<file path="src/rtl/mips_pkg.sv">
// Shared definitions for the fetch-side control slice.
//   pc_state_t         : run/step/halt controller state encoding (3 bits)
//   PC_INC_DEFAULT     : default sequential PC increment in bytes
//   PIPE_DEPTH_DEFAULT : default drain length after a halt
//   HALT_OPCODE        : opcode the decoder recognises as a halt
package mips_pkg;

  typedef enum logic [2:0] {
    S_IDLE      = 3'd0,
    S_RUN       = 3'd1,
    S_STEP_WAIT = 3'd2,
    S_STEP_EXEC = 3'd3,
    S_DRAIN     = 3'd4,
    S_HALTED    = 3'd5
  } pc_state_t;

  localparam int PC_INC_DEFAULT     = 4;
  localparam int PIPE_DEPTH_DEFAULT = 4;
  localparam logic [5:0] HALT_OPCODE = 6'h3f;

endpackage

</file>
<file path="src/rtl/next_pc_unit_if.sv">
// Bundle between next_pc_unit and its neighbours (PC register, hazard unit,
// decoder, debug unit).
//   master : next_pc_unit side (drives PC_NEXT/PC_CTRL/ENABLE/FLUSH_IF,
//            HALTED/STEP_ACK/CYCLE_COUNT and the STATE debug view)
//   slave  : environment side (drives PC_CUR, hazard, redirect, halt and
//            debug commands)
// Handshake semantics: PC_CTRL/ENABLE act as the valid for PC_NEXT; the PC
// register accepts PC_NEXT on every rising clock edge where ENABLE is high.
// DBG_START and DBG_STEP are single-cycle pulses with no ready; a pulse that
// arrives when the controller cannot use it is dropped, not queued.
interface next_pc_unit_if
  import mips_pkg::*;
#(
  parameter int W = 32
);
  logic [W-1:0] PC_CUR;
  logic         STALL;
  logic         BRANCH_TAKEN;
  logic [W-1:0] BRANCH_TARGET;
  logic         JUMP;
  logic [W-1:0] JUMP_TARGET;
  logic         HALT_DETECTED;
  logic         DBG_MODE;
  logic         DBG_START;
  logic         DBG_STEP;
  logic [W-1:0] PC_NEXT;
  logic         PC_CTRL;
  logic         ENABLE;
  logic         FLUSH_IF;
  logic         HALTED;
  logic         STEP_ACK;
  logic [31:0]  CYCLE_COUNT;
  pc_state_t    STATE;

  modport master (
    input  PC_CUR, STALL, BRANCH_TAKEN, BRANCH_TARGET, JUMP, JUMP_TARGET,
           HALT_DETECTED, DBG_MODE, DBG_START, DBG_STEP,
    output PC_NEXT, PC_CTRL, ENABLE, FLUSH_IF, HALTED, STEP_ACK,
           CYCLE_COUNT, STATE
  );

  modport slave (
    output PC_CUR, STALL, BRANCH_TAKEN, BRANCH_TARGET, JUMP, JUMP_TARGET,
           HALT_DETECTED, DBG_MODE, DBG_START, DBG_STEP,
    input  PC_NEXT, PC_CTRL, ENABLE, FLUSH_IF, HALTED, STEP_ACK,
           CYCLE_COUNT, STATE
  );

endinterface

</file>
<file path="src/rtl/sat_counter.sv">
// Saturating up-counter with synchronous clear.
//   CLK, RESET : clock, asynchronous active-high reset (count -> 0)
//   CLR        : synchronous clear, wins over INC
//   INC        : count up by one, holding at all-ones
//   COUNT      : current value
module sat_counter #(
  parameter int W = 32
) (
  input  logic         CLK,
  input  logic         RESET,
  input  logic         CLR,
  input  logic         INC,
  output logic [W-1:0] COUNT
);

  always_ff @(posedge CLK or posedge RESET) begin
    if (RESET) begin
      COUNT <= '0;
    end else if (CLR) begin
      COUNT <= '0;
    end else if (INC && (COUNT != '1)) begin
      COUNT <= COUNT + W'(1);
    end
  end

endmodule

</file>
<file path="src/rtl/next_pc_unit.sv">
// Fetch-side next-PC controller.
//   CLK, RESET : clock, asynchronous active-high reset
//   pc         : next_pc_unit_if.master bundle
//     PC_NEXT  : branch target > jump target > PC_CUR + PC_INC (mod 2^W)
//     ENABLE / PC_CTRL : PC write enable, only while advancing
//     FLUSH_IF : redirect accepted this cycle, kill the IF instruction
//     HALTED   : sticky, set once the pipeline has drained after a halt
//     STEP_ACK : one-cycle pulse after a single step retires its PC write
//     CYCLE_COUNT : saturating count of RUN/STEP_EXEC/DRAIN cycles
//     STATE    : controller state, for observation
module next_pc_unit
  import mips_pkg::*;
#(
  parameter int W          = 32,
  parameter int PC_INC     = PC_INC_DEFAULT,
  parameter int PIPE_DEPTH = PIPE_DEPTH_DEFAULT
) (
  input  logic          CLK,
  input  logic          RESET,
  next_pc_unit_if.master pc
);

  localparam int DW = (PIPE_DEPTH > 1) ? $clog2(PIPE_DEPTH) : 1;

  pc_state_t     state, state_next;
  logic [DW-1:0] drain_cnt;
  logic          advance;
  logic          eff_halt;
  logic          enable;
  logic          halted_q;
  logic          step_ack_q;
  logic          cnt_clr;
  logic          cnt_inc;

  // A halt decoded alongside a taken branch sits on the flushed path.
  assign eff_halt = pc.HALT_DETECTED & ~pc.BRANCH_TAKEN;
  assign advance  = (state == S_RUN) || (state == S_STEP_EXEC);
  assign enable   = advance & ~pc.STALL & ~eff_halt;

  always_ff @(posedge CLK or posedge RESET) begin
    if (RESET) begin
      state <= S_IDLE;
    end else begin
      state <= state_next;
    end
  end

  always_comb begin
    state_next = state;
    case (state)
      S_IDLE:      if (pc.DBG_START) state_next = pc.DBG_MODE ? S_STEP_WAIT : S_RUN;
      S_RUN:       if (eff_halt) state_next = S_DRAIN;
      S_STEP_WAIT: if (pc.DBG_STEP) state_next = S_STEP_EXEC;
      S_STEP_EXEC: begin
        if (eff_halt)       state_next = S_DRAIN;
        else if (!pc.STALL) state_next = S_STEP_WAIT;
      end
      S_DRAIN:     if (drain_cnt == '0) state_next = S_HALTED;
      S_HALTED:    state_next = S_HALTED;
      default:     state_next = S_IDLE;
    endcase
  end

  always_comb begin
    pc.PC_NEXT = pc.PC_CUR + W'(PC_INC);
    if (pc.BRANCH_TAKEN)  pc.PC_NEXT = pc.BRANCH_TARGET;
    else if (pc.JUMP)     pc.PC_NEXT = pc.JUMP_TARGET;
  end

  assign pc.ENABLE   = enable;
  assign pc.PC_CTRL  = enable;
  assign pc.FLUSH_IF = enable & (pc.BRANCH_TAKEN | pc.JUMP);
  assign pc.HALTED   = halted_q;
  assign pc.STEP_ACK = step_ack_q;
  assign pc.STATE    = state;

  // Drain counter is loaded on the edge that enters DRAIN, so DRAIN lasts
  // exactly PIPE_DEPTH cycles.
  always_ff @(posedge CLK or posedge RESET) begin
    if (RESET) begin
      drain_cnt  <= '0;
      halted_q   <= 1'b0;
      step_ack_q <= 1'b0;
    end else begin
      if (advance && eff_halt) begin
        drain_cnt <= DW'(PIPE_DEPTH - 1);
      end else if (state == S_DRAIN && drain_cnt != '0) begin
        drain_cnt <= drain_cnt - DW'(1);
      end
      halted_q   <= (state_next == S_HALTED);
      step_ack_q <= (state == S_STEP_EXEC) && (state_next == S_STEP_WAIT);
    end
  end

  assign cnt_clr = (state == S_IDLE) && pc.DBG_START;
  assign cnt_inc = advance || (state == S_DRAIN);

  sat_counter #(.W(32)) u_cycle_count (
    .CLK   (CLK),
    .RESET (RESET),
    .CLR   (cnt_clr),
    .INC   (cnt_inc),
    .COUNT (pc.CYCLE_COUNT)
  );

endmodule

</file>
<file path="src/flat_wrapper.sv">
// flat-port wrapper written by rule: the top's interface ports become plain ports
module next_pc_unit_flat import mips_pkg::*;
#(
  parameter int W          = 32,
  parameter int PC_INC     = PC_INC_DEFAULT,
  parameter int PIPE_DEPTH = PIPE_DEPTH_DEFAULT
)
  (CLK, RESET, pc_PC_CUR, pc_STALL, pc_BRANCH_TAKEN, pc_BRANCH_TARGET, pc_JUMP, pc_JUMP_TARGET, pc_HALT_DETECTED, pc_DBG_MODE, pc_DBG_START, pc_DBG_STEP, pc_PC_NEXT, pc_PC_CTRL, pc_ENABLE, pc_FLUSH_IF, pc_HALTED, pc_STEP_ACK, pc_CYCLE_COUNT, pc_STATE);
  next_pc_unit_if #(.W(W)) pc_i ();
  input  logic CLK;
  input  logic RESET;
  input wire logic [$bits(pc_i.PC_CUR)-1:0] pc_PC_CUR;
  input wire logic [$bits(pc_i.STALL)-1:0] pc_STALL;
  input wire logic [$bits(pc_i.BRANCH_TAKEN)-1:0] pc_BRANCH_TAKEN;
  input wire logic [$bits(pc_i.BRANCH_TARGET)-1:0] pc_BRANCH_TARGET;
  input wire logic [$bits(pc_i.JUMP)-1:0] pc_JUMP;
  input wire logic [$bits(pc_i.JUMP_TARGET)-1:0] pc_JUMP_TARGET;
  input wire logic [$bits(pc_i.HALT_DETECTED)-1:0] pc_HALT_DETECTED;
  input wire logic [$bits(pc_i.DBG_MODE)-1:0] pc_DBG_MODE;
  input wire logic [$bits(pc_i.DBG_START)-1:0] pc_DBG_START;
  input wire logic [$bits(pc_i.DBG_STEP)-1:0] pc_DBG_STEP;
  output wire logic [$bits(pc_i.PC_NEXT)-1:0] pc_PC_NEXT;
  output wire logic [$bits(pc_i.PC_CTRL)-1:0] pc_PC_CTRL;
  output wire logic [$bits(pc_i.ENABLE)-1:0] pc_ENABLE;
  output wire logic [$bits(pc_i.FLUSH_IF)-1:0] pc_FLUSH_IF;
  output wire logic [$bits(pc_i.HALTED)-1:0] pc_HALTED;
  output wire logic [$bits(pc_i.STEP_ACK)-1:0] pc_STEP_ACK;
  output wire logic [$bits(pc_i.CYCLE_COUNT)-1:0] pc_CYCLE_COUNT;
  output wire logic [$bits(pc_i.STATE)-1:0] pc_STATE;
  assign pc_i.PC_CUR = pc_PC_CUR;
  assign pc_i.STALL = pc_STALL;
  assign pc_i.BRANCH_TAKEN = pc_BRANCH_TAKEN;
  assign pc_i.BRANCH_TARGET = pc_BRANCH_TARGET;
  assign pc_i.JUMP = pc_JUMP;
  assign pc_i.JUMP_TARGET = pc_JUMP_TARGET;
  assign pc_i.HALT_DETECTED = pc_HALT_DETECTED;
  assign pc_i.DBG_MODE = pc_DBG_MODE;
  assign pc_i.DBG_START = pc_DBG_START;
  assign pc_i.DBG_STEP = pc_DBG_STEP;
  assign pc_PC_NEXT = pc_i.PC_NEXT;
  assign pc_PC_CTRL = pc_i.PC_CTRL;
  assign pc_ENABLE = pc_i.ENABLE;
  assign pc_FLUSH_IF = pc_i.FLUSH_IF;
  assign pc_HALTED = pc_i.HALTED;
  assign pc_STEP_ACK = pc_i.STEP_ACK;
  assign pc_CYCLE_COUNT = pc_i.CYCLE_COUNT;
  assign pc_STATE = pc_i.STATE;
  next_pc_unit #(.W(W), .PC_INC(PC_INC), .PIPE_DEPTH(PIPE_DEPTH)) u_core (.CLK(CLK), .RESET(RESET), .pc(pc_i));
endmodule
</file>
<file path="config.mk">
export PLATFORM = sky130hd
export DESIGN_NAME = next_pc_unit_flat
export DESIGN_NICKNAME = d
export VERILOG_FILES = /design/src/rtl/mips_pkg.sv /design/src/rtl/next_pc_unit_if.sv /design/src/rtl/sat_counter.sv /design/src/rtl/next_pc_unit.sv /design/src/flat_wrapper.sv
export SDC_FILE = /design/constraint.sdc
export NUM_CORES = 1
export LEC_CHECK = 0
export CORE_ASPECT_RATIO = 0.9
export CORE_MARGIN = 2
export CORE_UTILIZATION = 40
export CTS_CLUSTER_DIAMETER = 150
export CTS_CLUSTER_SIZE = 28
export DETAILED_ROUTE_END_ITERATION = 6
export HOLD_SLACK_MARGIN = 0.15
export PLACE_DENSITY = 0.82
export SETUP_SLACK_MARGIN = 0.1
export SKIP_CTS_REPAIR_TIMING = 1
export SLEW_MARGIN = 20
export SYNTH_ARGS = -nofsm -noshare
export SYNTH_HDL_FRONTEND = slang
export SYNTH_HIERARCHICAL = 1
export SYNTH_SLANG_ARGS = --single-unit
export TNS_END_PERCENT = 20
</file>
<file path="constraint.sdc">
create_clock -name CLK -period 3.1 [get_ports CLK]
set_clock_uncertainty 0.15 [all_clocks]
set_input_delay 0.62 -clock CLK [delete_from_list [all_inputs] [get_ports CLK]]
set_output_delay 0.62 -clock CLK [all_outputs]
set_load 0.02 [all_outputs]
</file>
== Yosys cells after proc, flatten, opt, wreduce, memory -nomap -nowiden ==
Index checks and enable logic that the tools add are counted.
Cells by class
  add/subtract/negate cells: 3
  $mul: 0
  divide/modulo/power cells: 0
  $lt $le $gt $ge: 0
  eq/ne operators: 8
  shift-type cells: 0
  multiplexer cells: 14
  bitwise operators: 8
  reductions and logical operators: 12
Operators with widths (number)
  $mux W32: 4
  $add A32 B1 Y32 const B: 1
  $add A32 B3 Y32 const B: 1
  $ne A32 B32 Y1 const B: 1
  $mux W3: 6
  $pmux W3 S6: 1
  $eq A3 B2 Y1 const B: 3
  $eq A3 B3 Y1 const B: 3
  $mux W2: 3
  $reduce_bool A2 Y1: 3
  $logic_and A1 B1 Y1: 5
  $and A1 B1 Y1: 4
  $eq A3 B1 Y1 const B: 1
  $logic_not A3 Y1: 1
  $not A1 Y1: 3
  $logic_not A2 Y1: 1
  $logic_or A1 B1 Y1: 2
  $sub A2 B1 Y2 const B: 1
  $or A1 B1 Y1: 1
Word-level totals
  flip-flop bits (word level): 39
  bits in latches: 0
  RAM bits: 0
  ROM bits: 0
  input port bits: 105
  output and inout port bits: 72
  logic and storage cells: 50
  memories: 0

== Longest topological paths before layout ==
  word-level depth: 6
  gate-level depth with buffers: 8
  mapped depth without buffers: 7

== By module ==
The synthesis kept the hierarchy.
By module, submodules not included
  sat_counter: instances 1, cells each 186, area an instance 1740.4 sq um
  next_pc_unit: instances 1, cells each 224, area an instance 1536.5 sq um

== Least setup slack after synthesis ==
OpenSTA, ideal clock, no wires.
  path type: in2out
  from: input port pc_PC_CUR[7]
  to: output port pc_PC_NEXT[27]
  arrival: 2068 ps
  setup slack: 262 ps
  stages: 5
  buffers on the path: 0
  cells stage by stage: nand4_4 -> or3_4 -> nor4_1 -> nor3_1 -> o31ai_1
On the way
  longest elaborated chain between the ends: 3
Ends and longest elaborated chain
  from (decl): RTL line flat_wrapper.sv:12  | input wire logic [$bits(pc_i.PC_CUR)-1:0] pc_PC_CUR;
  $add A32 B3 Y32: RTL line next_pc_unit.sv:65  | pc.PC_NEXT = pc.PC_CUR + W'(PC_INC);
  $mux W32: RTL line next_pc_unit.sv:67  | else if (pc.JUMP) pc.PC_NEXT = pc.JUMP_TARGET;
  $mux W32: RTL line next_pc_unit.sv:66  | if (pc.BRANCH_TAKEN) pc.PC_NEXT = pc.BRANCH_TARGET;
  to (decl): RTL line flat_wrapper.sv:22  | output wire logic [$bits(pc_i.PC_NEXT)-1:0] pc_PC_NEXT;
Every way passes these cells.

== Final worst setup path ==
  from: input port pc_PC_CUR[3]
  to: output port pc_PC_NEXT[24]
The elaborated chain is that of the path after synthesis.

==> impl_results.md <==
* Vias in the first global route at 4028
* Vias post-DR at approximately 4200
* Final Non-Filler Cells at between 700 and 800
* Internal Dissipation at around 1.1 mW
* Cell at the root of the clock tree: sky130_fd_sc_hd__clkbuf_8
* Proportion of layout cells with a drive suffix above 1 at 18.5%
* RR Endpoint: u_core/u_cycle_count/COUNT[14]$_DFFE_PP0P_
* CP max FO at 4
* Number of maximum-capacitance violations at 0
* Maximum number of pins on one net before global-route repair at 33
* Distinct cells, synth at 51
* Filler cell count in the final layout at around 600
* Type of origin of the critical path: input port
* Wirelength per Cell at ~17 um
* Final min period at between 2 and 3 ns
* Number of flops mapped to enable cells by yosys at 0
* Depth of the worst register-to-register path at 8
* Number of warnings reported in the yosys synthesis log at 6
* Insertion delay to the later sink of the worst-skew pair at ~0.29 ns
* Post-synthesis register bit count at 39
* Worst hold slack at roughly 0.33 ns
* Total Power Consumption at about 1.6 mW
* Post-route antenna net violation count at 0
* CTS sink cnt at 39
* Ports at ~180
* Type of the most critical hold path: flip-flop to flip-flop
* Flop pwr share at a little over a third
* Core region area at 0.00799 sq mm
* Number of cell rows at 31
* Tightest Pin Transition at 0.797 ns
* WS Path Type: input port to output port
* Initial standard-cell utilization of the core at approximately two fifths
* Number of nets in the final layout at around 750
* Cell mode on critical path: sky130_fd_sc_hd__buf_4
* Setup repair after global routing missed its margin: false
* Slowest-stage cell, CP: sky130_fd_sc_hd__or3_4
* GPL Wtd Cong at ~0.96
* Number of antenna violations at the first check in global routing at 1
* Worst reg-to-reg setup slack at a little under 0.3 ns
* CTS tree: done
* Met1 Use GR at between 30% and 40%
* Post-DP HPWL at 9960 um
* Crit path launch: pc_PC_CUR[3]
* Net switching fraction of the power at between 30% and 40%
* Clock slew seen by the registers of the worst setup and hold paths at approximately 0.080 ns
* Arrival time of data at the critical path endpoint at ~2.2 ns
* Max Clk Rate at between 300 and 400 MHz
* Number of failing setup endpoints in the final timing report at 0
* Die Wd at 99.4 um
* Clk network pwr share at between 20% and 30%
* Worst reg2reg path startpoint: u_core/pc.STATE[1]$_DFF_PP0_
* Met3 track utilization from global routing at under 10%
* Area added between synthesis and finish at 77.9%
* Crit path to: pc_PC_NEXT[24]
* Leak Pwr at between 2 and 3 nW
* Ratio of routed vias to standard cells at between 5 and 6
* Mapped Avg Cell Area at between 7 and 8 sq um
* Cells after DPL at around 730
* H-Tree Level Count at 2
* Predominant post-synthesis flop cell: sky130_fd_sc_hd__dfrtp_1
* Combinational fraction of design power at between 30% and 40%
* Result of the run: finished clean
* Hold violation count in the final report at 0
* Power density of the placed cells at roughly 280 mW/mm^2
* Ordered list of cells on the worst path: buf_4, ha_4, nand4_1, or3_4, nor4_4, xnor2_1, o21ai_1, buf_4
* CP endpoint kind: output port
* Sequential cell area fraction in the yosys report at 29.8%
* Die area at about 0.0089 sq mm
* Maximum VDD drop at between 0.2 and 0.25 mV
* Aggregate global-route resource usage at a little over a quarter
* Number of remaining DRC errors at 0
* Detailed Route Iter0 Violations at 200
* Mapped cell area at between 0.003 and 0.004 sq mm
* Most heavily used metal layer in global routing: met2
* Count of mapped cells out of synthesis at just over 400
* Die extent in y at between 80 and 90 um
* Critical path data required time at roughly 2.3 ns
* Share of synthesized registers carrying an async set or reset at 100%
* CTS buffer count at 5
* Met2 track demand over resource in global routing at 47.1%
* Port-buffer cells at ~180
* Share of the clock period used by the worst path after layout at a little over nine tenths
* DR pass1 iterations at 4
* Reported net switching power at between 0.5 and 0.6 mW
* Total wire length after detailed routing at about 13000 um
* Total overflow reported by the global router at 0
* Worst slew margin relative to its limit at about 46%
* Worst setup timing slack at the placement stage at -0.681 ns
* Clk buf depth at 2
* Max stage delay on crit path at between 0.4 and 0.5 ns
* Nets in the synthesized netlist at about 520
* Final setup margin at around 0.13 ns
* Max-slew violation total from the final report at 0
* Wire length of the first global-routing pass at around 19000 um
## Yosys cell counts (all sizes together) (5+ instances only)
cell type | instances | area [sq um]
nand4 | 14 | 124
o31ai | 16 | 120
or3 | 16 | 110
and3 | 5 | 31.3
xor2 | 15 | 131
nor4 | 9 | 98.8
a22oi | 12 | 90.1
nand2 | 39 | 146
o21ai | 40 | 200
a21oi | 43 | 215
or4 | 15 | 116
nand3 | 21 | 110
nor2 | 21 | 78.8
and4 | 7 | 61.3
inv | 15 | 56.3
o22ai | 7 | 43.8
clkbuf | 11 | 41.3
mux2i | 8 | 80.1
xnor2 | 14 | 123
buf | 5 | 31.3
dfrtp | 39 | 976
nor3 | 12 | 60.1
## through the flow
step / setup TNS [ns] / instance area (sq um) / util (%)
global route: 0 / 5830 / 72.9
finish: 0 / 5830 / 73.0
detailed placement: -15.22 / 5560 / 69.6
global placement: -14.70 / 5560 / 69.6
CTS: -15.45 / 5680 / 71.1
floorplan: 0 / 3280 / -
## worst min path at each step
stage / from / end / slack [ns] / cells after the start
floorplan: RESET / u_core/drain_cnt[0]$_DFFE_PP0P_ / 0.27 / 1
global placement: u_core/drain_cnt[0]$_DFFE_PP0P_ / u_core/drain_cnt[0]$_DFFE_PP0P_ / 0.31 / 1
detailed placement: u_core/drain_cnt[0]$_DFFE_PP0P_ / u_core/drain_cnt[0]$_DFFE_PP0P_ / 0.32 / 1
CTS: u_core/drain_cnt[0]$_DFFE_PP0P_ / u_core/drain_cnt[0]$_DFFE_PP0P_ / 0.34 / 1
global route: u_core/drain_cnt[0]$_DFFE_PP0P_ / u_core/drain_cnt[0]$_DFFE_PP0P_ / 0.35 / 1
finish: u_core/drain_cnt[0]$_DFFE_PP0P_ / u_core/drain_cnt[0]$_DFFE_PP0P_ / 0.33 / 1
## cell usage in the layout, fill, tap and decap left out, types with 11 or more instances in the layout
cell / count
sky130_fd_sc_hd__dlymetal6s2s_1: 44
sky130_fd_sc_hd__nand2_1: 36
sky130_fd_sc_hd__buf_4: 58
sky130_fd_sc_hd__nand3_1: 20
sky130_fd_sc_hd__o21ai_1: 14
sky130_fd_sc_hd__a22oi_1: 12
sky130_fd_sc_hd__clkdlybuf4s50_1: 115
sky130_fd_sc_hd__a21oi_1: 43
sky130_fd_sc_hd__xor2_1: 15
sky130_fd_sc_hd__nand4_1: 11
sky130_fd_sc_hd__xnor2_1: 14
sky130_fd_sc_hd__nor2_1: 20
sky130_fd_sc_hd__or3_1: 13
sky130_fd_sc_hd__or4_1: 14
sky130_fd_sc_hd__clkbuf_2: 11
sky130_fd_sc_hd__o21ai_0: 26
sky130_fd_sc_hd__dfrtp_1: 39
sky130_fd_sc_hd__o31ai_1: 15
sky130_fd_sc_hd__inv_1: 13
## critical path: cells and delay by family
| family | cells | cell delay (ns) |
|---|---|---|
| and+or+nand+nor | 3 | 0.88 |
| buffers and inverters | 2 | 0.26 |
| xor gates and xnor gates | 1 | 0.20 |
| adders and majority gates | 1 | 0.13 |
| AOI/OAI and AO/OA | 1 | 0.11 |
## layout make-up
| cell class | instances | area [sq um] | share of cell area [%] |
|---|---|---|---|
| multi-input combinational | 340 | 2270 | 38.9 |
| tap | 99 | 124 | 2.12 |
| inverter | 15 | 56.3 | 0.966 |
| timing repair buffer | 236 | 2290 | 39.2 |
| clock inverter | 2 | 35.0 | 0.601 |
| sequential | 39 | 976 | 16.7 |
| antenna | 1 | 2.50 | 0.0429 |
| clock buffer | 6 | 82.6 | 1.42 |
## registers in the layout, indices dropped and copies added (netlist names)
| name | cells |
|---|---|
| u_core/pc.STATE | 3 |
| u_core/pc.HALTED | 1 |
| u_core/drain_cnt | 2 |
| u_core/pc.STEP_ACK | 1 |
| u_core/u_cycle_count/COUNT | 32 |
## layer usage
metal	up-vias	part of all wire (%)
li1	2004	-
met1	2026	41
met2	178	52
met3	16	6.3
met4	0	1.3
met5	-	0
## power by group through the flow
stage	combinational [mW]	sequential [mW]	clock (mW)
4_1_cts	0.606	0.576	0.449
5_1_grt	0.635	0.583	0.471
3_3_place_gp	0.593	0.583	0
2_1_floorplan	0.203	0.608	0
6_report	0.595	0.576	0.441
3_5_place_dp	0.602	0.586	0
## kinds of logic (layout without fill, tap and decap cells)
family                   count (synthesis)  count (layout)  synth area share, %
AO/OA/AOI/OAI                          127             127                 23.1
XOR/XNOR                                29              29                 7.75
adder cells (fa/ha/maj)                  3               3                 1.15
buffers and inverters                   31             259                 3.93
flip-flops                              39              39                 29.8
multiplexers                             9               9                 2.79
other                                    0               1                    0
AND/OR/NAND/NOR                        172             172                 31.5
Power figures use the tool's default switching activity.
